### config.mk
export PLATFORM = sky130hd
export DESIGN_NAME = regfile_master
export DESIGN_NICKNAME = d
export VERILOG_FILES = /design/src/rtl/regfile_master.sv
export SDC_FILE = /design/constraint.sdc
export NUM_CORES = 1
export LEC_CHECK = 0
export BUFFER_PORTS_ARGS = -buffer_cell sky130_fd_sc_hd__buf_2
export CAP_MARGIN = 10
export CORE_ASPECT_RATIO = 0.5
export CORE_MARGIN = 2
export CORE_UTILIZATION = 45
export CTS_BUF_LIST = sky130_fd_sc_hd__clkbuf_4
export DETAILED_ROUTE_END_ITERATION = 8
export GPL_TIMING_DRIVEN = 0
export PLACE_DENSITY = 0.92
export RECOVER_POWER = 100
export SLEW_MARGIN = 20
export SYNTH_ARGS = -nofsm -noshare
export SYNTH_HDL_FRONTEND = slang
export SYNTH_SLANG_ARGS = --single-unit
### constraint.sdc
create_clock -name CLK -period 2.4 [get_ports CLK]
set_input_delay 0.72 -clock CLK [delete_from_list [all_inputs] [get_ports CLK]]
set_output_delay 0.72 -clock CLK [all_outputs]
set_load 0.005 [all_outputs]
### src/rtl/regfile_master.sv
// Bus-side master for the 8x16 register file: turns (addr, len, dir) commands
// into single/burst WrEn/RdEn accesses with wrapping address auto-increment.
module regfile_master #(
  parameter int DATA_W = 16,
  parameter int ADDR_W = 3,
  parameter int LEN_W  = 3
) (
  input  logic              CLK,
  input  logic              RST,
  input  logic              cmd_valid,
  output logic              cmd_ready,
  input  logic              cmd_write,
  input  logic [ADDR_W-1:0] cmd_addr,
  input  logic [LEN_W-1:0]  cmd_len,
  input  logic              wr_valid,
  output logic              wr_ready,
  input  logic [DATA_W-1:0] wr_data,
  output logic              rsp_valid,
  input  logic              rsp_ready,
  output logic [DATA_W-1:0] rsp_data,
  output logic              rsp_last,
  output logic              busy,
  output logic [ADDR_W-1:0] Address,
  output logic              WrEn,
  output logic              RdEn,
  output logic [DATA_W-1:0] WrData,
  input  logic [DATA_W-1:0] RdData
);

  typedef enum logic [2:0] {IDLE, WRITE, READ, RCAP, RSP} state_t;

  state_t            state_q, state_d;
  logic [ADDR_W-1:0] addr_q, addr_d;
  logic [LEN_W-1:0]  beats_q, beats_d;
  logic [DATA_W-1:0] rsp_data_q;
  logic              rsp_last_q;

  always_ff @(posedge CLK or negedge RST) begin
    if (!RST) begin
      state_q    <= IDLE;
      addr_q     <= '0;
      beats_q    <= '0;
      rsp_data_q <= '0;
      rsp_last_q <= 1'b0;
    end else begin
      state_q <= state_d;
      addr_q  <= addr_d;
      beats_q <= beats_d;
      // RdData is valid one cycle after the RdEn edge, i.e. while in RCAP
      if (state_q == RCAP) begin
        rsp_data_q <= RdData;
        rsp_last_q <= (beats_q == '0);
      end
    end
  end

  always_comb begin
    state_d   = state_q;
    addr_d    = addr_q;
    beats_d   = beats_q;
    cmd_ready = 1'b0;
    wr_ready  = 1'b0;
    WrEn      = 1'b0;
    RdEn      = 1'b0;
    rsp_valid = 1'b0;
    case (state_q)
      IDLE: begin
        cmd_ready = 1'b1;
        if (cmd_valid) begin
          addr_d  = cmd_addr;
          beats_d = cmd_len;
          state_d = cmd_write ? WRITE : READ;
        end
      end
      WRITE: begin
        wr_ready = 1'b1;
        WrEn     = wr_valid;
        if (wr_valid) begin
          if (beats_q == '0) begin
            state_d = IDLE;
          end else begin
            addr_d  = addr_q + ADDR_W'(1);
            beats_d = beats_q - LEN_W'(1);
          end
        end
      end
      READ: begin
        RdEn    = 1'b1;
        state_d = RCAP;
      end
      RCAP: state_d = RSP;
      RSP: begin
        rsp_valid = 1'b1;
        if (rsp_ready) begin
          if (rsp_last_q) begin
            state_d = IDLE;
          end else begin
            addr_d  = addr_q + ADDR_W'(1);
            beats_d = beats_q - LEN_W'(1);
            state_d = READ;
          end
        end
      end
      default: state_d = IDLE;
    endcase
  end

  assign busy     = (state_q != IDLE);
  assign Address  = addr_q;
  assign WrData   = wr_data;
  assign rsp_data = rsp_data_q;
  assign rsp_last = rsp_last_q;

endmodule
== After elaboration in Yosys (flattened, before gate mapping) ==
Index checks and enable logic that the tools add are counted.
Cells by class
  reduce and logical (&&, ||, !) cells: 6
  equal/unequal tests: 10
  muxes and demuxes: 24
  $add $sub $neg: 2
Operators by type and width (number)
  3-bit 2-to-1 mux: 14
  3-bit one-hot mux with 3 select lines: 2
  3-bit one-hot mux with 5 select lines: 1
  2-bit != test, second input constant: 6
  3-bit by 2-bit == test with 1-bit output, second input constant: 2
  3-bit logical NOT: 2
  6-bit AND reduction: 1
  3-bit nonzero test: 2
  1-bit 2-to-1 mux: 5
  2-bit 2-to-1 mux: 2
  4-bit AND reduction: 1
  3-bit by 1-bit adder with 3-bit output, second input constant: 1
  3-bit by 1-bit == test with 1-bit output, second input constant: 1
  3-bit == test, second input constant: 1
  3-bit by 1-bit subtractor with 3-bit output, second input constant: 1
Storage, ports and cells
  output and inout bits: 42
  bits in registers: 26
  input port bits: 44
  logic and storage cells: 47

== Logic depth before layout (Yosys ltp) ==
Gate-level depths: netlist of run 1.
  word-level depth: 4
  depth in mapped cells: 7
  gate-level depth less buffers: 6

== Worst setup path before layout of run 1 ==
OpenSTA, ideal clock, no wires.
  path kind: flip-flop to flip-flop
  from: register beats_q[0]
  to: register addr_q[1], in the netlist Address[1]
  path buffers: 1
  data required time: 2275 ps
  slack: 664 ps
  clock period less this slack: 1736 ps
  stages on the path, launching flop included: 8
  arrival: 1611 ps
  setup time: 125 ps
  path through: dfrtp_1 inv_1 ha_1 nor2b_1 o31ai_2 and2_1 buf_6 mux2_4
On the way
  word-level cells in the longest chain between the ends: 3
RTL lines
  start, declared: line 34  | logic [LEN_W-1:0] beats_q, beats_d;
  start signal, assigned: line 48  | beats_q <= beats_d;
  3-bit logical NOT: line 79  | if (beats_q == '0) begin
  2-bit != test (no source line)
  6-bit AND reduction (no source line)
  end signal, assigned: line 47  | addr_q <= addr_d;
  end, declared: line 33  | logic [ADDR_W-1:0] addr_q, addr_d;
No other way between the ends.
A chain may end at the register's enable or synchronous reset.

== Worst setup path in the final report of run 1 ==
  from: register state_q[0]
  to: output port cmd_ready
On the way
  word-level cells in the longest chain between the ends: 2
RTL lines
  start, declared: line 32  | state_t state_q, state_d;
  start signal, assigned: line 46  | state_q <= state_d;
  3-bit logical NOT: line 66  | case (state_q)
  1-bit 2-to-1 mux: line 66
  end, declared: line 11  | output logic cmd_ready,
No other way between the ends.

==> impl_metrics.py, run 1 <==
metrics = {
    "run_status": {
        "run_status": "complete, no violations",
    },
    "worst_hold_path": {
        "min_to": "rsp_data[1]$_DFFE_PN0N_",
        "worstHoldPathType": "flop to flop",
        "hold_path_depth": 1,
        "hp-start": "rsp_data[1]$_DFFE_PN0N_",
    },
    "floorplan": {
        "ioPinCount": 86,
        "die_w_um": 84.2,
        "fp-row-count": 14,
        "core_um2": 3030,
        "dieArea_um2": 3710,
        "die_y_um": 44.1,
        "initial_core_util_pct": 47.7,
    },
    "yosys": {
        "ys_ff_latch": 26,
        "synth_cell_types": 35,
        "avgSynthCellArea_um2": 11.8,
        "synth_area_um2": 1450,
        "synthTopCellsByArea": "dfrtp_1 45%, buf_4 8.8%, mux2_1 7.0%, mux2_2 6.2%, mux2i_1 3.5%",
        "synth_area_leader_cell": "dfrtp_1",
        "syn-instance-count": 123,
        "synth_top_area_share_pct": 45.0,
        "synthesis.nets": 170,
        "ys_seq_area_share_pct": 45.0,
        "ys_warn_count": 0,
    },
    "power": {
        "power_w": 0.00229,
        "pwr_density_cell_nw_per_um2": 1240,
        "power_frac_clock_pct": 13.1,
        "power_switching_w": 0.000842,
        "swShare_pct": 36.7,
        "power_leakage_nw": 0.941,
        "p_seq_share_pct": 34.1,
        "peakVddDrop_v": 0.000402,
        "internal_power_w": 0.00145,
        "combPwrFrac_pct": 52.8,
    },
    "setup_path": {
        "r2r-start": "beats_q[0]$_DFFE_PN0P_",
        "reg2regPathDepth": 7,
        "crit_arrival_ns": 1.52,
        "r2r_setup_slack_ns": 0.23,
        "path_class": "flop to primary output",
        "cp_max_fo": 10,
        "startpoint_type": "flop",
        "required_ns": 1.68,
        "reg2reg_to": "Address[1]$_DFFE_PN0P_",
        "critPathCaptureType": "primary output",
        "critPathLaunch": "state_q[0]$_DFFE_PN0P_",
    },
    "finish": {
        "fin_util_pct": 60.9,
        "post_route_cells_drive_above_1_share_pct": 48.0,
        "fillers": 256,
        "final_common_cell": "buf_2",
        "final_nets": 244,
        "diodes": 0,
        "layout_common_cells": "55 x buf_2, 26 x dfrtp_1, 19 x clkbuf_4",
        "areaGrowthSynthToFinish_pct": 27.6,
        "stdcell_count": 236,
    },
    "grt": {
        "grt_pass1_vias": 1076,
        "grt_pass1_wl_um": 4770,
        "grt_use_total_pct": 16.7,
        "antenna_found_initial": 0,
        "grt_max_degree": 27,
        "grt.overflow.total": 0,
    },
    "timing": {
        "rsz0062_at_grt": "no",
        "finClkSkew_ns": 0.00432,
        "max-slew-margin-rel_pct": 7.13,
        "fin_crit_ns": 2.24,
        "timing.final.crit_share_pct": 93.3,
        "worst_pin_slew_ns": 1.39,
        "holdWs_ns": 0.507,
        "finalSetupViolations": 0,
        "setup_tns_ns": 0,
        "hold_viol_final": 0,
        "maxSlewViolCount": 0,
        "fmax_mhz": 447,
    },
    "route": {
        "drtIter0Drc": 69,
        "routed_wl_um": 3020,
        "first_pass_iters": 4,
        "wl_per_cell_um": 12.8,
        "route.detailed.drc": 0,
        "drtAntennaViolNets": 0,
        "viasPerCell": 4.85,
        "num_vias": 1144,
    },
    "cts": {
        "cts_tree": "yes",
        "clk_latency_ns": 0.32,
        "cts_setup_buffers": 0,
        "hold_buffers": 0,
        "htree_levels": 1,
        "root_buffer": "clkbuf_4",
        "cts_buffer_depth": 2,
        "cts_sinks": 26,
        "cts_resized": 0,
        "cts_buffers": 3,
        "cts.clk_slew.worst_paths_ns": 0.14,
    },
    "job": {
        "cap_violations": 0,
    },
    "place": {
        "portBuffers": 69,
        "place_inst": 232,
        "dp_hpwl_um": 2410,
        "globalplace.congestion": 0.762,
    },
}
[final cells by class]
type	count	area, um^2	area share (%)
Buffer	21	163	8.81
Clock buffer	3	22.5	1.22
Clock inverter	1	30.0	1.63
Inverter	6	22.5	1.22
Multi-Input combinational cell	70	577	31.3
Sequential cell	26	651	35.3
Tap cell	40	50.0	2.71
Timing Repair Buffer	69	330	17.9
[flip-flops by register name (all words and copies together), names as in the netlist]
register	count
Address	3
beats_q	3
rsp_data	16
rsp_last	1
state_q	3
[synth_stat cells (all sizes together)]
master	number
a21oi	5
inv	6
o2111ai	1
nand4	1
nor3b	1
o21ai	3
nand2	4
mux2	19
mux2i	6
nor2	10
dfrtp	26
and3	1
xnor2	1
buf	21
a211o	1
o211ai	1
nand3b	1
and2	2
o31ai	1
ha	3
nand3	1
a31oi	2
nand2b	2
nor2b	1
or3	1
or2	2
[routing by layer]
| metal | vias to the layer above | wire length (um) | GRT usage (%) | part of all wire [%] |
|---|---|---|---|---|
| li1 | 550 | - | - | - |
| met1 | 540 | 1130 | 18.2 | 37 |
| met2 | 50 | 1630 | 33.0 | 54 |
| met3 | 4 | 214 | 4.10 | 7.1 |
| met4 | 0 | 48 | 5.16 | 1.6 |
| met5 | - | 0 | 0 | 0 |
[power by group through the flow]
stage | combinational (W) | clock, W | sequential [W]
floorplan | 0.000877 | 0 | 0.000793
global placement | 0.00125 | 0 | 0.000771
detailed placement | 0.00130 | 0 | 0.000791
CTS | 0.00131 | 0.000306 | 0.000780
global route | 0.00134 | 0.000323 | 0.000807
finish | 0.00121 | 0.000301 | 0.000782
[logic make-up after synthesis]
| logic type | Yosys count | share of synthesized area (%) |
|---|---|---|
| AO/OA/AOI/OAI | 14 | 6.23 |
| XOR/XNOR | 1 | 1.90 |
| adder cells (fa/ha/maj) | 3 | 2.60 |
| buffers and inverters | 27 | 13.1 |
| flip-flops | 26 | 45.0 |
| multiplexers | 25 | 20.3 |
| AND/OR/NAND/NOR | 27 | 10.9 |
[critical path: stages (launching register included)]
cell and delay [ns]:
dfrtp_1 0.39, clkbuf_2 0.22, or3_1 0.41, inv_1 0.06, buf_2 0.11
[per-stage QoR]
| step | setup slack, ns | area, um^2 |
|---|---|---|
| after floorplan | 0.664 | 1450 |
| after global placement | 0.519 | 1840 |
| after detailed placement | 0.496 | 1840 |
| after CTS | 0.220 | 1890 |
| after global routing | 0.0871 | 1850 |
| final | 0.162 | 1850 |
[worst max-delay path by stage]
stage	endpoint	slack, ns	cells after the start
3_5_place_dp	Address[1]$_DFFE_PN0P_	0.50	6
5_1_grt	Address[1]$_DFFE_PN0P_	0.09	7
3_3_place_gp	Address[1]$_DFFE_PN0P_	0.52	6
4_1_cts	cmd_ready	0.22	4
6_report	cmd_ready	0.16	4
2_1_floorplan	Address[1]$_DFFE_PN0P_	0.66	7
No activity file was read; power rests on OpenSTA's default activity.
==> run 2: changes to the inputs <==
--- a/config.mk
+++ b/config.mk
@@ -13,7 +13,7 @@
 export CTS_BUF_LIST = sky130_fd_sc_hd__clkbuf_4
 export DETAILED_ROUTE_END_ITERATION = 8
 export GPL_TIMING_DRIVEN = 0
-export PLACE_DENSITY = 0.92
+export PLACE_DENSITY_LB_ADDON = 0.3
 export RECOVER_POWER = 100
 export SLEW_MARGIN = 20
 export SYNTH_ARGS = -nofsm -noshare
==> impl_metrics.py, run 2 (synthesized netlist as in run 1, its figures left out) <==
metrics = {
    "run_status": {
        "run_status": "complete, no violations",
    },
    "floorplan": {
        "ioPinCount": 86,
        "initial_core_util_pct": 47.7,
        "die_w_um": 84.2,
        "dieArea_um2": 3710,
        "core_um2": 3030,
        "die_y_um": 44.1,
        "fp-row-count": 14,
    },
    "place": {
        "place_inst": 232,
        "globalplace.congestion": 0.719,
        "dp_hpwl_um": 2200,
        "portBuffers": 69,
        "dpl_cell_area_um2": 1840,
    },
    "power": {
        "peakVddDrop_v": 0.000554,
        "power_leakage_nw": 0.930,
        "pwr_density_cell_nw_per_um2": 1230,
    },
    "route": {
        "routed_wl_um": 2790,
        "drtIter0Drc": 29,
        "wl_per_cell_um": 11.8,
        "viasPerCell": 4.83,
        "drtAntennaViolNets": 0,
        "num_vias": 1139,
        "route.detailed.drc": 0,
        "first_pass_iters": 4,
    },
    "finish": {
        "final_nets": 244,
        "fin_util_pct": 60.7,
        "largest_reg_flops": 16,
        "post_route_cells_drive_above_1_share_pct": 46.9,
        "diodes": 0,
        "stdcell_area_um2": 1840,
        "stdcell_count": 236,
        "layout_common_cells": "55 x buf_2, 26 x dfrtp_1, 14 x clkbuf_4",
        "final_common_cell": "buf_2",
        "areaGrowthSynthToFinish_pct": 27.2,
    },
    "setup_path": {
        "crit_arrival_ns": 1.43,
        "critPathCaptureType": "primary output",
        "required_ns": 1.68,
        "startpoint_type": "flop",
        "cp_max_fo": 10,
        "path_class": "flop to primary output",
    },
    "timing": {
        "worst_pin_slew_ns": 1.39,
        "timing.final.crit_share_pct": 89.7,
        "rsz0062_at_grt": "no",
        "fin_crit_ns": 2.15,
        "max-slew-margin-rel_pct": 7.26,
        "maxSlewViolCount": 0,
        "fmax_mhz": 465,
        "setup_tns_ns": 0,
        "finalSetupViolations": 0,
        "finClkSkew_ns": 0.00998,
        "hold_viol_final": 0,
    },
    "cts": {
        "clk_latency_ns": 0.32,
        "cts_sinks": 26,
        "cts.clk_slew.worst_paths_ns": 0.15,
        "cts_setup_buffers": 0,
        "cts_resized": 0,
        "cts_tree": "yes",
        "cts_buffer_depth": 2,
        "htree_levels": 1,
        "root_buffer": "clkbuf_4",
        "hold_buffers": 0,
        "cts_buffers": 3,
    },
    "job": {
        "cap_violations": 0,
    },
    "grt": {
        "grt_use_total_pct": 15.8,
        "grt_pass1_vias": 1078,
        "grt.overflow.total": 0,
        "grt_max_degree": 27,
        "antenna_found_initial": 0,
        "grt_pass1_wl_um": 4550,
    },
    "worst_hold_path": {
        "worstHoldPathType": "flop to flop",
    },
}
==> run 2: cell types whose count changed in the layout (fill, tap and decap cells not counted) <==
cell | previous run | this run
mux2_4 | 2 | 1
buf_1 | 0 | 2
buf_6 | 3 | 2
buf_4 | 0 | 6
clkbuf_2 | 3 | 1
mux2_1 | 9 | 10
clkbuf_4 | 19 | 14
o31ai_2 | 0 | 1
o31ai_1 | 1 | 0
==> run 2: routing by layer <==
metal	wire, um	GRT usage (%)	vias up
met5	0	0	-
met4	0	3.87	0
met3	215	3.92	0
met2	1430	30.8	55
met1	1140	17.9	534
li1	-	-	550
==> run 2: path summary, 6_finish.rpt <==
check                      slack (ns)  cells after the start                      from                  endpoint
max in group asynchronous        0.90                      1                       RST   rsp_data[5]$_DFFE_PN0N_
setup / recovery                 0.25                      4    state_q[2]$_DFFE_PN0P_                 cmd_ready
hold reg to reg                  0.51                      1  rsp_data[13]$_DFFE_PN0N_  rsp_data[13]$_DFFE_PN0N_
setup reg to reg                 0.27                      7    beats_q[0]$_DFFE_PN0P_    Address[1]$_DFFE_PN0P_
hold / removal                   0.51                      1  rsp_data[13]$_DFFE_PN0N_  rsp_data[13]$_DFFE_PN0N_
min in group asynchronous        0.68                      1                       RST    state_q[2]$_DFFE_PN0P_
==> run 2: cell type report <==
cell class | instances | area, um^2
inverters | 6 | 22.5
clock inverters | 1 | 30.0
fillers | 257 | 1190
multi-input cells | 70 | 578
repair buffers | 69 | 329
clock buffers | 3 | 22.5
plain buffers | 21 | 158
flip-flops and latches | 26 | 651
well taps | 40 | 50.0
==> run 2: metrics by stage <==
step | hold WS [ns] | setup WS (ns) | power [W]
after floorplan | 0.424 | 0.664 | 0.00167
after global placement | 0.469 | 0.505 | 0.00202
after detailed placement | 0.480 | 0.459 | 0.00208
after CTS | 0.386 | 0.239 | 0.00238
after global routing | 0.531 | 0.112 | 0.00244
final | 0.508 | 0.247 | 0.00225
==> run 2: worst max-delay path: stages (launching register included) <==
cell	delay, ns
dfrtp_1	0.46
buf_6	0.17
or3_1	0.32
inv_1	0.06
buf_2	0.10
==> run 2: power breakdown <==
group          switching, W  leakage, nW  total [W]  internal (W)
Sequential         0.000118        0.308   0.000777      0.000659
Combinational      0.000568        0.594    0.00118      0.000609
Clock              0.000132       0.0279   0.000300      0.000169
Total              0.000818        0.930    0.00225       0.00144
